--- config.mk ---
export PLATFORM = sky130hd
export DESIGN_NAME = muldiv_seq
export DESIGN_NICKNAME = d
export VERILOG_FILES = /design/src/rtl/muldiv_seq.sv
export SDC_FILE = /design/constraint.sdc
export NUM_CORES = 1
export LEC_CHECK = 0
export ABC_AREA = 1
export ABC_CLOCK_PERIOD_IN_PS = 2600
export BUFFER_PORTS_ARGS = -buffer_cell sky130_fd_sc_hd__buf_2
export CAP_MARGIN = 20
export CELL_PAD_IN_SITES_DETAIL_PLACEMENT = 1
export CELL_PAD_IN_SITES_GLOBAL_PLACEMENT = 2
export CORE_UTILIZATION = 30
export CTS_CLUSTER_SIZE = 28
export DETAILED_ROUTE_END_ITERATION = 10
export PLACE_DENSITY = 0.83
export SLEW_MARGIN = 10
export SYNTH_ARGS = -nofsm -noshare
export SYNTH_HDL_FRONTEND = slang
export SYNTH_SLANG_ARGS = --single-unit
--- constraint.sdc ---
create_clock -name clk -period 2.6 [get_ports clk]
set_clock_uncertainty 0.2 [all_clocks]
set_input_delay 0 -clock clk [delete_from_list [all_inputs] [get_ports clk]]
set_output_delay 0 -clock clk [all_outputs]
set_load 0.01 [all_outputs]
--- src/rtl/muldiv_seq.sv ---
// muldiv_seq: iterative multiply/divide unit owning the HI/LO register pair.
// Executes MULT, MULTU, DIV and DIVU one bit per cycle (WIDTH iterations),
// accepts MTHI/MTLO writes when idle and drives HI/LO continuously.
//
// Ports:
//   clk           system clock
//   rst_n         asynchronous active-low reset
//   i_start       launch an operation (sampled only when not busy)
//   i_op          00 MULT, 01 MULTU, 10 DIV, 11 DIVU
//   i_src_a       rs operand (multiplicand / dividend)
//   i_src_b       rt operand (multiplier / divisor)
//   i_hilo_wr     01 MTLO, 10 MTHI, 00/11 no write
//   i_hilo_wdata  data for MTHI/MTLO
//   o_hi, o_lo    HI and LO registers
//   o_busy        operation in flight; pipeline must stall
//   o_done        one-cycle pulse when HI/LO hold a new result
module muldiv_seq #(
  parameter int WIDTH = 32,
  parameter int CNT_W = 5
) (
  input  logic             clk,
  input  logic             rst_n,
  input  logic             i_start,
  input  logic [1:0]       i_op,
  input  logic [WIDTH-1:0] i_src_a,
  input  logic [WIDTH-1:0] i_src_b,
  input  logic [1:0]       i_hilo_wr,
  input  logic [WIDTH-1:0] i_hilo_wdata,
  output logic [WIDTH-1:0] o_hi,
  output logic [WIDTH-1:0] o_lo,
  output logic             o_busy,
  output logic             o_done
);

  typedef enum logic [2:0] {
    S_IDLE,
    S_PREP,
    S_CALC,
    S_FIXUP,
    S_DONE
  } state_t;

  state_t               r_state;
  state_t               w_next;
  logic [1:0]           r_op;
  logic [WIDTH-1:0]     r_a;
  logic [WIDTH-1:0]     r_b;
  logic [2*WIDTH-1:0]   r_acc;
  logic [CNT_W-1:0]     r_cnt;
  logic                 r_negRes;
  logic                 r_negRem;
  logic [WIDTH-1:0]     r_hi;
  logic [WIDTH-1:0]     r_lo;

  // op[1] selects divide, op[0] selects the unsigned variant
  logic                 w_isDiv;
  logic                 w_isSigned;
  logic                 w_negA;
  logic                 w_negB;
  logic [WIDTH-1:0]     w_absA;
  logic [WIDTH-1:0]     w_absB;
  logic                 w_divZero;
  logic [WIDTH-1:0]     w_addend;
  logic [WIDTH:0]       w_mulSum;
  logic [2*WIDTH-1:0]   w_mulNext;
  logic [WIDTH:0]       w_shRem;
  logic                 w_divOk;
  logic [WIDTH-1:0]     w_remSub;
  logic [2*WIDTH-1:0]   w_divNext;
  logic [2*WIDTH-1:0]   w_product;
  logic [WIDTH-1:0]     w_quot;
  logic [WIDTH-1:0]     w_rem;

  assign w_isDiv    = r_op[1];
  assign w_isSigned = ~r_op[0];
  assign w_negA     = w_isSigned & r_a[WIDTH-1];
  assign w_negB     = w_isSigned & r_b[WIDTH-1];
  assign w_absA     = w_negA ? -r_a : r_a;
  assign w_absB     = w_negB ? -r_b : r_b;
  assign w_divZero  = w_isDiv && (r_b == '0);

  // Shift-add: add the multiplicand to the upper half when the multiplier
  // LSB (bottom of the accumulator) is set, then shift the pair right.
  assign w_addend  = r_acc[0] ? r_a : '0;
  assign w_mulSum  = {1'b0, r_acc[2*WIDTH-1:WIDTH]} + {1'b0, w_addend};
  assign w_mulNext = {w_mulSum, r_acc[WIDTH-1:1]};

  // Restoring division: the partial remainder shifted left by one needs
  // WIDTH+1 bits; when it fits the divisor the difference fits in WIDTH bits.
  assign w_shRem   = r_acc[2*WIDTH-1:WIDTH-1];
  assign w_divOk   = w_shRem >= {1'b0, r_b};
  assign w_remSub  = w_shRem[WIDTH-1:0] - r_b;
  assign w_divNext = w_divOk ? {w_remSub, r_acc[WIDTH-2:0], 1'b1}
                             : {r_acc[2*WIDTH-2:0], 1'b0};

  // Sign restoration: full-width negate for products, independent negates
  // for quotient and remainder.
  assign w_product = r_negRes ? -r_acc : r_acc;
  assign w_quot    = r_negRes ? -r_acc[WIDTH-1:0] : r_acc[WIDTH-1:0];
  assign w_rem     = r_negRem ? -r_acc[2*WIDTH-1:WIDTH] : r_acc[2*WIDTH-1:WIDTH];

  assign o_hi = r_hi;
  assign o_lo = r_lo;

  // State register
  always_ff @(posedge clk or negedge rst_n) begin
    if (!rst_n) r_state <= S_IDLE;
    else        r_state <= w_next;
  end

  // Next-state logic and status outputs; divide-by-zero bypasses CALC
  always_comb begin
    w_next = r_state;
    o_busy = 1'b0;
    o_done = 1'b0;
    case (r_state)
      S_IDLE:  if (i_start) w_next = S_PREP;
      S_PREP: begin
        o_busy = 1'b1;
        w_next = w_divZero ? S_DONE : S_CALC;
      end
      S_CALC: begin
        o_busy = 1'b1;
        if (r_cnt == CNT_W'(WIDTH-1)) w_next = S_FIXUP;
      end
      S_FIXUP: begin
        o_busy = 1'b1;
        w_next = S_DONE;
      end
      S_DONE: begin
        o_done = 1'b1;
        w_next = i_start ? S_PREP : S_IDLE;
      end
      default: w_next = S_IDLE;
    endcase
  end

  // Datapath: operand latch, iteration, result and MTHI/MTLO writes
  always_ff @(posedge clk or negedge rst_n) begin
    if (!rst_n) begin
      r_op     <= '0;
      r_a      <= '0;
      r_b      <= '0;
      r_acc    <= '0;
      r_cnt    <= '0;
      r_negRes <= 1'b0;
      r_negRem <= 1'b0;
      r_hi     <= '0;
      r_lo     <= '0;
    end else begin
      case (r_state)
        S_IDLE, S_DONE: begin
          // start takes priority over a simultaneous HI/LO write
          if (i_start) begin
            r_op <= i_op;
            r_a  <= i_src_a;
            r_b  <= i_src_b;
          end else if (i_hilo_wr == 2'b01) begin
            r_lo <= i_hilo_wdata;
          end else if (i_hilo_wr == 2'b10) begin
            r_hi <= i_hilo_wdata;
          end
        end
        S_PREP: begin
          r_cnt    <= '0;
          r_negRes <= w_negA ^ w_negB;
          r_negRem <= w_negA;
          r_a      <= w_absA;
          r_b      <= w_absB;
          if (w_divZero) begin
            r_hi  <= r_a;
            r_lo  <= '1;
            r_acc <= '0;
          end else begin
            r_acc <= w_isDiv ? {{WIDTH{1'b0}}, w_absA} : {{WIDTH{1'b0}}, w_absB};
          end
        end
        S_CALC: begin
          r_acc <= w_isDiv ? w_divNext : w_mulNext;
          r_cnt <= r_cnt + CNT_W'(1);
        end
        S_FIXUP: begin
          if (w_isDiv) begin
            r_lo <= w_quot;
            r_hi <= w_rem;
          end else begin
            r_hi <= w_product[2*WIDTH-1:WIDTH];
            r_lo <= w_product[WIDTH-1:0];
          end
        end
        default: ;
      endcase
    end
  end

endmodule

==> results.cfg <==
[run]
cap_violations = 0

[logic_synthesis]
synth.area.mux_share_pct = 0.1011
yosysMostFrequentCell = nand2_1
synth_fa_ha_area_share_pct = 4.626
synth_ff_type = dfrtp_1
yosys.area.top_type_share_pct = 25.78
synth_top_area_cell = dfrtp_1
syn_nets = 3496
synth-seq-area-share_pct = 25.78
synth_cell_types = 53
netlist_top_cells_count = nand2_1, inv_1, nand3_1
synth-edff-count = 0
synth_area_mm2 = 0.01980
synth.avg_cell_area_um2 = 5.962
synth_top_family_by_area = simple AND/OR/NAND/NOR gates
synth_cells = 3321
synth-compound-area-share_pct = 15.01
async_flop_share_pct = 100.0
synth_xor_area_share_pct = 2.123
synth_warnings = 0
synth_seq_cells = 204
synth-simple-area-share_pct = 40.84
synth.area.top_cells = dfrtp_1, nand2_1, nand3_1, inv_1, nor2_1

[placed_design]
dpl.hpwl_um = 88590
io_buffers = 168
placed_area_mm2 = 0.02483
gp_congestion = 0.9797
place_inst = 4685
post-place-ws_ns = -0.3118

[global_routing]
track_usage_pct = 33.23
grt_pass1_vias = 26420
grt_max_degree = 63
grt.overflow.total = 0
grt_pass1_wl_um = 168800
grt_antenna_before_repair = 6

[worst_setup_path]
path_max_fanout = 11
crit_path_start_kind = register
worstPathArrival_ns = 2.94
r2r_start = r_acc[0]
crit_path_end_kind = register
timing.rr.end = o_hi[20]
startpoint = r_acc[0]
critPathRequiredTime_ns = 2.87
ff2ff_setup_slack_ns = -0.07
reg2regPathDepth = 15
crit_type = register to register

[clock_tree]
cts_num_sinks = 204
path_clk_slew_ns = 0.06
cts_buffers = 27
clockRootBuffer = clkbuf_16
clock_path_buffers = 3
cts_max_level = 1
clk_latency_ns = 0.62
cts_tree = built

[layout]
fin_cells = 4928
drive_above_1_share_pct = 27.84
multiInputGateArea_mm2 = 0.01420
seq_area_mm2 = 0.005115
fillCellCount = 8391
fin_area_mm2 = 0.02960
area_growth_pct = 49.49
nets = 4224
final_util_pct = 45.67

[power_and_ir_drop]
peakVddDrop_uv = 855.7
p_per_area_mw_per_mm2 = 1606
p_leak_nw = 14.73

[route]
wl_um = 116500
num_vias = 26760
drt_iter0_markers = 2679
postRouteAntennaNets = 0
wire_per_inst_um = 23.65
drc = 0
dr.pass1.iters = 5
vias_per_cell = 5.431

[timing]
setup_viol = 21
rsz0062_at_grt = true
fmax_mhz = 375.0
slew_headroom_pct = 32.79
hold_viol = 0
drv_slew = 0
min_period_ns = 2.667
postLayoutSetupSlackWorst_ns = -0.06663
period_share_pct = 102.6
tightest_slew_ns = 1.008

[worst_hold_path]
hold_path.startpoint = i_src_b[11]
hold_end = r_b[11]
hold_depth = 4
min-delay-path-class = input pin to register

[floorplan]
dieArea_mm2 = 0.06703
die_h_um = 258.9
fp.coreArea_mm2 = 0.06481
fp.dieW_um = 258.9
ioPinCount = 169
rows = 93
start_util_pct = 30.55

[run_status]
status = finished, violations left
violations = setup timing
## per-layer routing
| layer | track usage [%] | vias up | part of all wire, % |
|---|---|---|---|
| li1 | - | 12210 | - |
| met1 | 46.53 | 13160 | 43 |
| met2 | 52.21 | 1132 | 44 |
| met3 | 4.579 | 258 | 8.6 |
| met4 | 11.06 | 4 | 4.3 |
| met5 | 0 | - | 0.022 |
## report_power, final
part / leakage [nW] / internal, W / switching (W)
sequential: 2.47 / 0.00478 / 0.00184
clock: 0.471 / 0.00247 / 0.00173
combinational: 11.8 / 0.0140 / 0.0227
## critical path: stages, from the launching register on
cell and delay [ns]:
dfrtp_2 0.45, buf_12 0.17, inv_2 0.09, ha_4 0.15, nand3_4 0.10, inv_2 0.09
nand2_1 0.09, nor2_2 0.11, buf_6 0.13, nand4_1 0.17, nand2_2 0.21, nand3_1 0.14
nand2_1 0.11, nand2_1 0.06, nand3_1 0.16, a21oi_2 0.07
## logic make-up after synthesis
kind of cell,Yosys count
adder cells (fa/ha/maj),72
AND/OR/NAND/NOR,1935
multiplexers,2
XOR/XNOR,48
buffers and inverters,585
AO/OA/AOI/OAI,475
flip-flops,204
## state kept, by name, indices dropped and copies added, names as in the netlist
signal / count
r_cnt: 5
r_state: 3
r_negRes: 1
r_a: 32
o_lo: 32
r_acc: 64
o_hi: 32
r_b: 32
r_op: 2
r_negRem: 1
## metrics by stage
step | setup TNS [ns] | total power, W | hold slack, ns
after CTS | -0.2099 | 0.04334 | 0.009558
after global routing | -5.688 | 0.05014 | 0.05590
after detailed placement | -5.153 | 0.03772 | -0.2054
after floorplan | 0 | 0.02259 | -0.4956
after global placement | -3.274 | 0.03718 | -0.2021
final | -0.6460 | 0.04753 | 0.01960
## worst max path at each step
| stage | endpoint | slack [ns] | depth (start not counted) |
|---|---|---|---|
| after detailed placement | r_acc[62] | -0.31 | 15 |
| after CTS | r_acc[53] | -0.04 | 19 |
| after global placement | r_acc[59] | -0.21 | 17 |
| after floorplan | r_acc[62] | 0.13 | 16 |
| after global routing | r_acc[48] | -0.17 | 14 |
| final | o_hi[20] | -0.07 | 15 |
## placed cells by master, fill, tap and decap left out, drive strengths merged, types with 3 or more instances in the layout
cell,n
nand2,1117
buf,652
inv,472
nand3,356
nor2,350
dfrtp,204
o21ai,172
dlygate4sd3,152
a21oi,103
o211ai,82
ha,70
nand4,54
clkbuf,44
xor2,43
o221ai,27
nor3,27
o21bai,20
or2,15
a2bb2oi,15
a21boi,13
o22ai,11
nand3b,11
o21a,10
a31oi,6
clkinv,6
xnor2,5
a21o,4
clkinvlp,4
diode,3
o22a,3
a22oi,3
bufinv,3
nor4,3
## area by class of cell
type                       instances  area share, %
inverter                         475          6.083
sequential                       204          17.28
clock inverter                    10         0.5030
clock buffer                      40          2.752
multi-input combinational       2533          47.97
antenna                            3        0.02536
timing repair buffer             808          21.77
tap                              855          3.614
## repair_timing
| action | CTS | global route |
|---|---|---|
| gates resized for setup | 128 | 316 |
| hold buffers | 153 | 0 |
| setup endpoints to repair | 57 | 130 |
| cloned | 1 | 9 |
| buffers inserted | 4 | 23 |
| hold endpoints to repair | 335 | 0 |
| pin swaps | 13 | 63 |
Power figures use the tool's default switching activity.
